[src/rtl/rv_regfile_pkg.sv]
// Shared register-file definitions used by the writeback arbiter and its users.
//   REG_AW     register address width
//   REG_DW     register data width
//   REG_ZERO   address of the hard-wired zero register
package rv_regfile_pkg;

    localparam int unsigned REG_AW = 5;
    localparam int unsigned REG_DW = 32;

    localparam logic [REG_AW-1:0] REG_ZERO = 5'd0;

    typedef logic [REG_AW-1:0] reg_addr_t;
    typedef logic [REG_DW-1:0] reg_data_t;

endpackage

[src/rtl/rr_arbiter.sv]
// Combinational round-robin picker.
// Ports:
//   req  in   NUM_REQ   request vector
//   ptr  in   IW        highest-priority index this cycle
//   en   in   1         0 = grant nothing
//   gnt  out  NUM_REQ   one-hot grant, or zero when no request / disabled
//   idx  out  IW        binary index of the granted request (0 when no grant)
module rr_arbiter #(
    parameter int unsigned NUM_REQ = 2,
    localparam int unsigned IW = $clog2(NUM_REQ)
) (
    input  logic [NUM_REQ-1:0] req,
    input  logic [IW-1:0]      ptr,
    input  logic               en,
    output logic [NUM_REQ-1:0] gnt,
    output logic [IW-1:0]      idx
);

    int unsigned cand;
    logic        found;

    // Walk ptr, ptr+1, ... modulo NUM_REQ and take the first requester.
    always_comb begin
        gnt   = '0;
        idx   = '0;
        cand  = 0;
        found = 1'b0;
        for (int unsigned k = 0; k < NUM_REQ; k++) begin
            cand = (32'(ptr) + k) % NUM_REQ;
            if (en && !found && req[cand]) begin
                gnt[cand] = 1'b1;
                idx       = IW'(cand);
                found     = 1'b1;
            end
        end
    end

endmodule

[src/rtl/regfile_wb_arbiter.sv]
// Shares the register file's single write port between NUM_REQ writeback sources.
// Each source presents valid/addr/data and is granted by round-robin; the winner is
// registered onto write/writeReg/writeData, which drive the regfile write port.
// Writes to x0 are accepted (ready, pointer advance) but leave write low.
// Ports:
//   clk, rst              clock, synchronous active-high reset
//   hold                  1 = grant nothing this cycle
//   req_valid/req_ready   per-source handshake (ready one-hot or zero)
//   req_addr/req_data     packed per-source address/data, source i at [i*W +: W]
//   write/writeReg/writeData  registered regfile write port
//   grant_id              index of the last accepted source
// Optional feature: define REGFILE_WB_BYPASS_EN to add two combinational forwarding
// ports (rd_addrK in, fwd_hitK/fwd_dataK out) that expose the write held in the
// output stage.
module regfile_wb_arbiter
    import rv_regfile_pkg::*;
#(
    parameter int unsigned NUM_REQ = 2,
    parameter int unsigned AW      = REG_AW,
    parameter int unsigned DW      = REG_DW,
    localparam int unsigned IW     = $clog2(NUM_REQ)
) (
    input  logic                  clk,
    input  logic                  rst,
    input  logic                  hold,
    input  logic [NUM_REQ-1:0]    req_valid,
    output logic [NUM_REQ-1:0]    req_ready,
    input  logic [NUM_REQ*AW-1:0] req_addr,
    input  logic [NUM_REQ*DW-1:0] req_data,
    output logic                  write,
    output logic [AW-1:0]         writeReg,
    output logic [DW-1:0]         writeData,
    output logic [IW-1:0]         grant_id
`ifdef REGFILE_WB_BYPASS_EN
    ,
    input  logic [AW-1:0]         rd_addr1,
    input  logic [AW-1:0]         rd_addr2,
    output logic                  fwd_hit1,
    output logic                  fwd_hit2,
    output logic [DW-1:0]         fwd_data1,
    output logic [DW-1:0]         fwd_data2
`endif
);

    logic [IW-1:0]      rr_ptr_q, rr_ptr_d;
    logic               write_q, write_d;
    logic [AW-1:0]      write_reg_q, write_reg_d;
    logic [DW-1:0]      write_data_q, write_data_d;
    logic [IW-1:0]      grant_id_q, grant_id_d;

    logic [NUM_REQ-1:0] gnt;
    logic [IW-1:0]      win_idx;
    logic [AW-1:0]      win_addr;
    logic [DW-1:0]      win_data;
    logic               transfer;

    // Nothing is granted while in reset so no requester believes it was accepted.
    rr_arbiter #(
        .NUM_REQ (NUM_REQ)
    ) u_rr_arbiter (
        .req (req_valid),
        .ptr (rr_ptr_q),
        .en  (~hold & ~rst),
        .gnt (gnt),
        .idx (win_idx)
    );

    assign req_ready = gnt;

    always_comb begin
        win_addr = '0;
        win_data = '0;
        for (int unsigned i = 0; i < NUM_REQ; i++) begin
            if (gnt[i]) begin
                win_addr = req_addr[i*AW +: AW];
                win_data = req_data[i*DW +: DW];
            end
        end
    end

    // gnt is only ever set for a valid source, so any grant bit is a transfer.
    assign transfer = |gnt;

    always_comb begin
        write_d      = 1'b0;
        write_reg_d  = write_reg_q;
        write_data_d = write_data_q;
        grant_id_d   = grant_id_q;
        rr_ptr_d     = rr_ptr_q;
        if (transfer) begin
            write_d      = (win_addr != '0);
            write_reg_d  = win_addr;
            write_data_d = win_data;
            grant_id_d   = win_idx;
            rr_ptr_d     = (win_idx == IW'(NUM_REQ - 1)) ? '0 : win_idx + 1'b1;
        end
    end

    always_ff @(posedge clk) begin
        if (rst) begin
            write_q      <= 1'b0;
            write_reg_q  <= '0;
            write_data_q <= '0;
            grant_id_q   <= '0;
            rr_ptr_q     <= '0;
        end else begin
            write_q      <= write_d;
            write_reg_q  <= write_reg_d;
            write_data_q <= write_data_d;
            grant_id_q   <= grant_id_d;
            rr_ptr_q     <= rr_ptr_d;
        end
    end

    assign write     = write_q;
    assign writeReg  = write_reg_q;
    assign writeData = write_data_q;
    assign grant_id  = grant_id_q;

`ifdef REGFILE_WB_BYPASS_EN
    // x0 reads never forward; a zero address is always the hard-wired zero.
    assign fwd_hit1  = write_q & (write_reg_q == rd_addr1) & (rd_addr1 != '0);
    assign fwd_hit2  = write_q & (write_reg_q == rd_addr2) & (rd_addr2 != '0);
    assign fwd_data1 = write_data_q;
    assign fwd_data2 = write_data_q;
`endif

endmodule
[config.mk]
export PLATFORM = sky130hd
export DESIGN_NAME = regfile_wb_arbiter
export DESIGN_NICKNAME = d
export VERILOG_FILES = /design/src/rtl/rv_regfile_pkg.sv /design/src/rtl/rr_arbiter.sv /design/src/rtl/regfile_wb_arbiter.sv
export SDC_FILE = /design/constraint.sdc
export NUM_CORES = 1
export LEC_CHECK = 0
export ABC_CLOCK_PERIOD_IN_PS = 1550
export CORE_MARGIN = 5
export CORE_UTILIZATION = 37
export DETAILED_ROUTE_END_ITERATION = 6
export PLACE_DENSITY_LB_ADDON = 0.25
export SLEW_MARGIN = 15
export SYNTH_ARGS = -nofsm -noshare
export SYNTH_HDL_FRONTEND = slang
export SYNTH_SLANG_ARGS = --single-unit
export TNS_END_PERCENT = 30
[constraint.sdc]
create_clock -name clk -period 1.55 [get_ports clk]
set_input_delay 0.155 -clock clk [delete_from_list [all_inputs] [get_ports clk]]
set_output_delay 0.155 -clock clk [all_outputs]
set_load 0.005 [all_outputs]
-- Yosys cells after proc, flatten, opt, wreduce, memory -nomap -nowiden
Index checks and enable logic that the tools add are counted.
- bits in registers: 40
- word-level logic and storage cells: 43
- bits of input ports: 79
- output and inout port bits: 41
- add/subtract/negate cells: 2
- mux-type cells: 18
- reduce and logical (&&, ||, !) cells: 9
- order comparisons: 4
- bitwise operators: 5
- operators by type and width (cell ; count):
    2-to-1 mux 32 bit ; 2
    2-to-1 mux 1 bit ; 10
    2-to-1 mux 5 bit ; 2
    logical AND 1 bit ; 5
    nonzero test 5 bit ; 1
    less-than comparator 1 x 2 -> 1 bit, second input constant ; 2
    2-to-1 mux 2 bit ; 2
    OR reduction 2 bit ; 2
    inverter 1 bit ; 3
    adder 1 bit, second input constant ; 2
    demux 1 bit (select 1 bit) ; 2
    greater-or-equal comparator 1 bit, second input constant ; 2
    bitwise OR 2 bit ; 1
    AND 1 bit ; 1
    zero test 1 bit ; 1

-- Logic depth before layout (Yosys ltp)
- word-level depth: 11
- mapped depth: 6
- gate-level depth less buffers: 4

-- By module
Synthesis repeated with hierarchy kept, for this count alone.
- cell total of the unflattened synthesis: 184
- area, all modules: 1895.6 µm²
- modules (own cells, without submodules) (module ; times used ; cells each ; seq. area each (µm²) ; area an instance (µm²)):
    regfile_wb_arbiter ; 1 ; 178 ; 800.8 ; 1869.3
    rr_arbiter ; 1 ; 6 ; 0.0 ; 26.3

-- Least setup slack after synthesis
Ideal clock, no wire load.
- path kind: register to register
- from: register rr_ptr_q
- to: register write_data_q[0], in the netlist writeData[0]
- data required time: 1.459 ns
- buffers on the path: 1
- arrival time: 1.114 ns
- stages on the path, launching flop included: 5
- library setup time: 0.091 ns
- period minus slack after synthesis: 1.205 ns
- slack: 0.345 ns
- cell sequence: dfxtp_1 -> a211oi_4 -> buf_2 -> nand3_1 -> a311oi_1
- word-level cells in the longest chain between the ends: 10
- elaborated cells between the ends (all ways): 26
- those cells by class: add/sub: 1; order compare: 4; mux: 13; bitwise: 1; reduce/logical: 7
- ends and longest elaborated chain (what ; RTL line ; text):
    start: declaration ; regfile_wb_arbiter.sv:45 ; logic [IW-1:0] rr_ptr_q, rr_ptr_d;
    start signal: assignment ; regfile_wb_arbiter.sv:111 ; rr_ptr_q <= rr_ptr_d;
    branches (longest 7 deep; another with less-than comparator 1 x 2 -> 1 bit) ; n/a ;
    2-to-1 mux 2 bit * ; rr_arbiter.sv:30 ; if (en && !found && req[cand]) begin
    2-to-1 mux 32 bit (2 in a row) ; regfile_wb_arbiter.sv:74 ; if (gnt[i]) begin
    end signal: assignment ; regfile_wb_arbiter.sv:109 ; write_data_q <= write_data_d;
    end: declaration ; regfile_wb_arbiter.sv:48 ; logic [DW-1:0] write_data_q, write_data_d;
Mark *: on every way between the ends. The select of a mux whose other input is x is not followed.
A chain may end at the register's enable or synchronous reset.

-- Worst setup path after layout
- from: register rr_ptr_q
- to: output port req_ready[0]
- word-level cells in the longest chain between the ends: 8
- elaborated cells between the ends (all ways): 23
- those cells by class: add/sub: 1; order compare: 4; mux: 11; bitwise: 1; reduce/logical: 6
- ends and longest elaborated chain (what ; RTL line ; text):
    branches (longest 7 deep; another with less-than comparator 1 x 2 -> 1 bit) ; n/a ;
    2-to-1 mux 2 bit * ; rr_arbiter.sv:30 ;
    end: declaration ; regfile_wb_arbiter.sv:27 ; output logic [NUM_REQ-1:0] req_ready,
Marked as above.

==> out/summary.txt <==
cells after synthesis: 223
vias in the first global route: 2077
CTS root buf: clkbuf_8
die area: 6767 um^2
Final Util: 0.6524
fin nets: 420
Leak: 1.139 nW
Post-Layout Cell Count: 412
status: complete, no violations
drt first-iter violations: 95
Via density: 5.337
commonest non-fill, non-tap cell in the layout: clkdlybuf4s50_1
number of buffers created by CTS: 5
pin count of the biggest net entering global routing: 33
Placed Cells: 404
Slew @ Worst Pin: 0.3735 ns
Max-Cap Viols: 0
Cell Area, Synth: 1932 um^2
R2R Setup Slk: 0.17 ns
Net Count, Synth: 302
crit path kind: flip-flop to primary output
Total GRT Usage: 0.1938
Starting Density: 0.3807
Worst R2R End: writeData[9]
synthesis warning total: 0
Post-DRT Antenna Nets: 0
Worst Hold Launch: rst
relative slew slack: 0.7510
CP max FO: 3
Hold Crit Endpoint: rr_ptr_q
# setup viols final: 0
CP Data Required Time: 1.39 ns
startpoint types: flip-flop
row count: 26
Avg Inst Size Synth: 8.663 um^2
setup TNS: 0 ns
routed vias: 2199
crit path capture type: primary output
Final Critical Period: 1.421 ns
area growth from synthesis to layout: 71.37%
routability congestion estimate: 0.8064
fin area: 3311 um^2
HPWL Detailed: 4685 um
Top-Level Pins: 120
initial antenna violation count: 0
RR Startpoint: rr_ptr_q
commonest non-fill, non-tap cells in the layout: clkdlybuf4s50_1, nand3_1, dfxtp_1
Placement Setup Slack: -0.3025 ns
Port-buffer cells: 119
r2r worst-path depth: 4
Seq/Total Area, Yosys: 0.4145
Worst-Skew Late Latency: 0.29 ns
routed wire length: 6616 um
Worst-path clk slew: 0.07 ns
CTS Hold Buffers Added: 0
Max clock buf depth: 2
VDD IR max: 0.0004716 V
worst setup margin: 0.1287 ns
clk sinks: 40
Post-CTS Setup Repair Bufs: 0
Pins Over Slew Limit: 0
Yosys reg bits: 40
clk_skew: 0.006348 ns
detailed-route wire length per cell: 16.06 um
hold depth: 5
first-pass GRT wire length: 10110 um
pwr dens: 762.1 nW/um^2
TritonCTS clock tree: built
area of the core: 5075 um^2
Netlist cell types: 27
Final Cycle Share: 0.9170
RSZ-0062 raised after global routing: no
Worst Path Arrival: 1.27 ns
hold crit path type: primary input to flip-flop
layout cell share with drive strength beyond 1: 0.1053
die width: 82.26 um
dpl cell area: 3221 um^2
Overflow after GRT: 0
Fmax: 703.6 MHz
residual DRC count: 0
first-pass iteration count of the detailed router: 4
H-tree lvl count: 2
final hold vios: 0
diodes inserted: 0
Die H: 82.26 um
report_power, final:
| part | switching, mW | internal, mW | leakage, nW |
|---|---|---|---|
| Combinational | 0.257 | 0.411 | 0.762 |
| Clock | 0.349 | 0.363 | 0.0455 |
| Sequential | 0.0374 | 1.11 | 0.332 |
cell usage after synthesis (all sizes together):
library cell	number	area share
nand2	2	0.0039
nor3b	6	0.029
a221o	5	0.026
nand3	64	0.17
a21oi	2	0.0052
a211oi	1	0.010
nor2	35	0.072
o21ba	1	0.0052
o22ai	1	0.0032
buf	21	0.065
o21ai	3	0.0078
clkbuf	4	0.013
a311oi	31	0.15
a31oi	1	0.0032
dfxtp	40	0.41
nand2b	1	0.0032
or4	2	0.0078
inv	2	0.0039
or2	1	0.0032
what timing repair did:
item,CTS,global route
gates resized for setup,5,1
endpoints found under the hold margin,0,0
setup endpoints to repair,3,3
sequential cells by signal, indices dropped and copies added (netlist names):
register / count
writeReg: 5
write: 1
rr_ptr_q: 1
grant_id: 1
writeData: 32
area by class of cell:
| cell class | instances | area (um^2) |
|---|---|---|
| Fill cell | 470 | 1764 |
| Timing Repair Buffer | 136 | 1350 |
| Sequential cell | 40 | 802.0 |
| Inverter | 2 | 7.507 |
| Tap cell | 70 | 87.58 |
| Clock buffer | 8 | 90.09 |
| Multi-Input combinational cell | 156 | 973.4 |
metrics by stage:
step / hold slack, ns / total power [mW]
final: 0.3985 / 2.523
after global routing: 0.4121 / 2.656
after CTS: 0.3908 / 2.545
after detailed placement: 0.4855 / 1.839
after global placement: 0.4857 / 1.830
after floorplan: 0.2933 / 1.403
worst max-delay path, cell delays in order, from the launching register on:
cell and delay, ns:
dfxtp_2 0.34, a211oi_4 0.23, nand2_1 0.10, inv_1 0.07, dlygate4sd2_1 0.25
worst max path at each step:
stage | from | end | depth (start not counted)
6_report | rr_ptr_q | req_ready[0] | 4
5_1_grt | rr_ptr_q | req_ready[0] | 4
2_1_floorplan | rr_ptr_q | writeData[0] | 4
3_3_place_gp | req_valid[1] | writeData[3] | 5
4_1_cts | rr_ptr_q | writeData[9] | 4
3_5_place_dp | req_valid[1] | writeData[9] | 5
metal layers:
layer,vias to the layer above,part of all wire,track usage
li1,1074,-,-
met3,8,0.11,0.07701
met2,92,0.47,0.3357
met1,1025,0.40,0.2234
met5,-,0,0
met4,0,0.0079,0.04319
kinds of logic (layout without fill, tap and decap cells):
| logic type | count (synthesis) | after routing | synth area share |
|---|---|---|---|
| simple gates | 111 | 111 | 0.2928 |
| compound gates | 45 | 45 | 0.2111 |
| buf+inv | 27 | 146 | 0.08161 |
| flops | 40 | 40 | 0.4145 |
(Power assumes the default switching activity.)
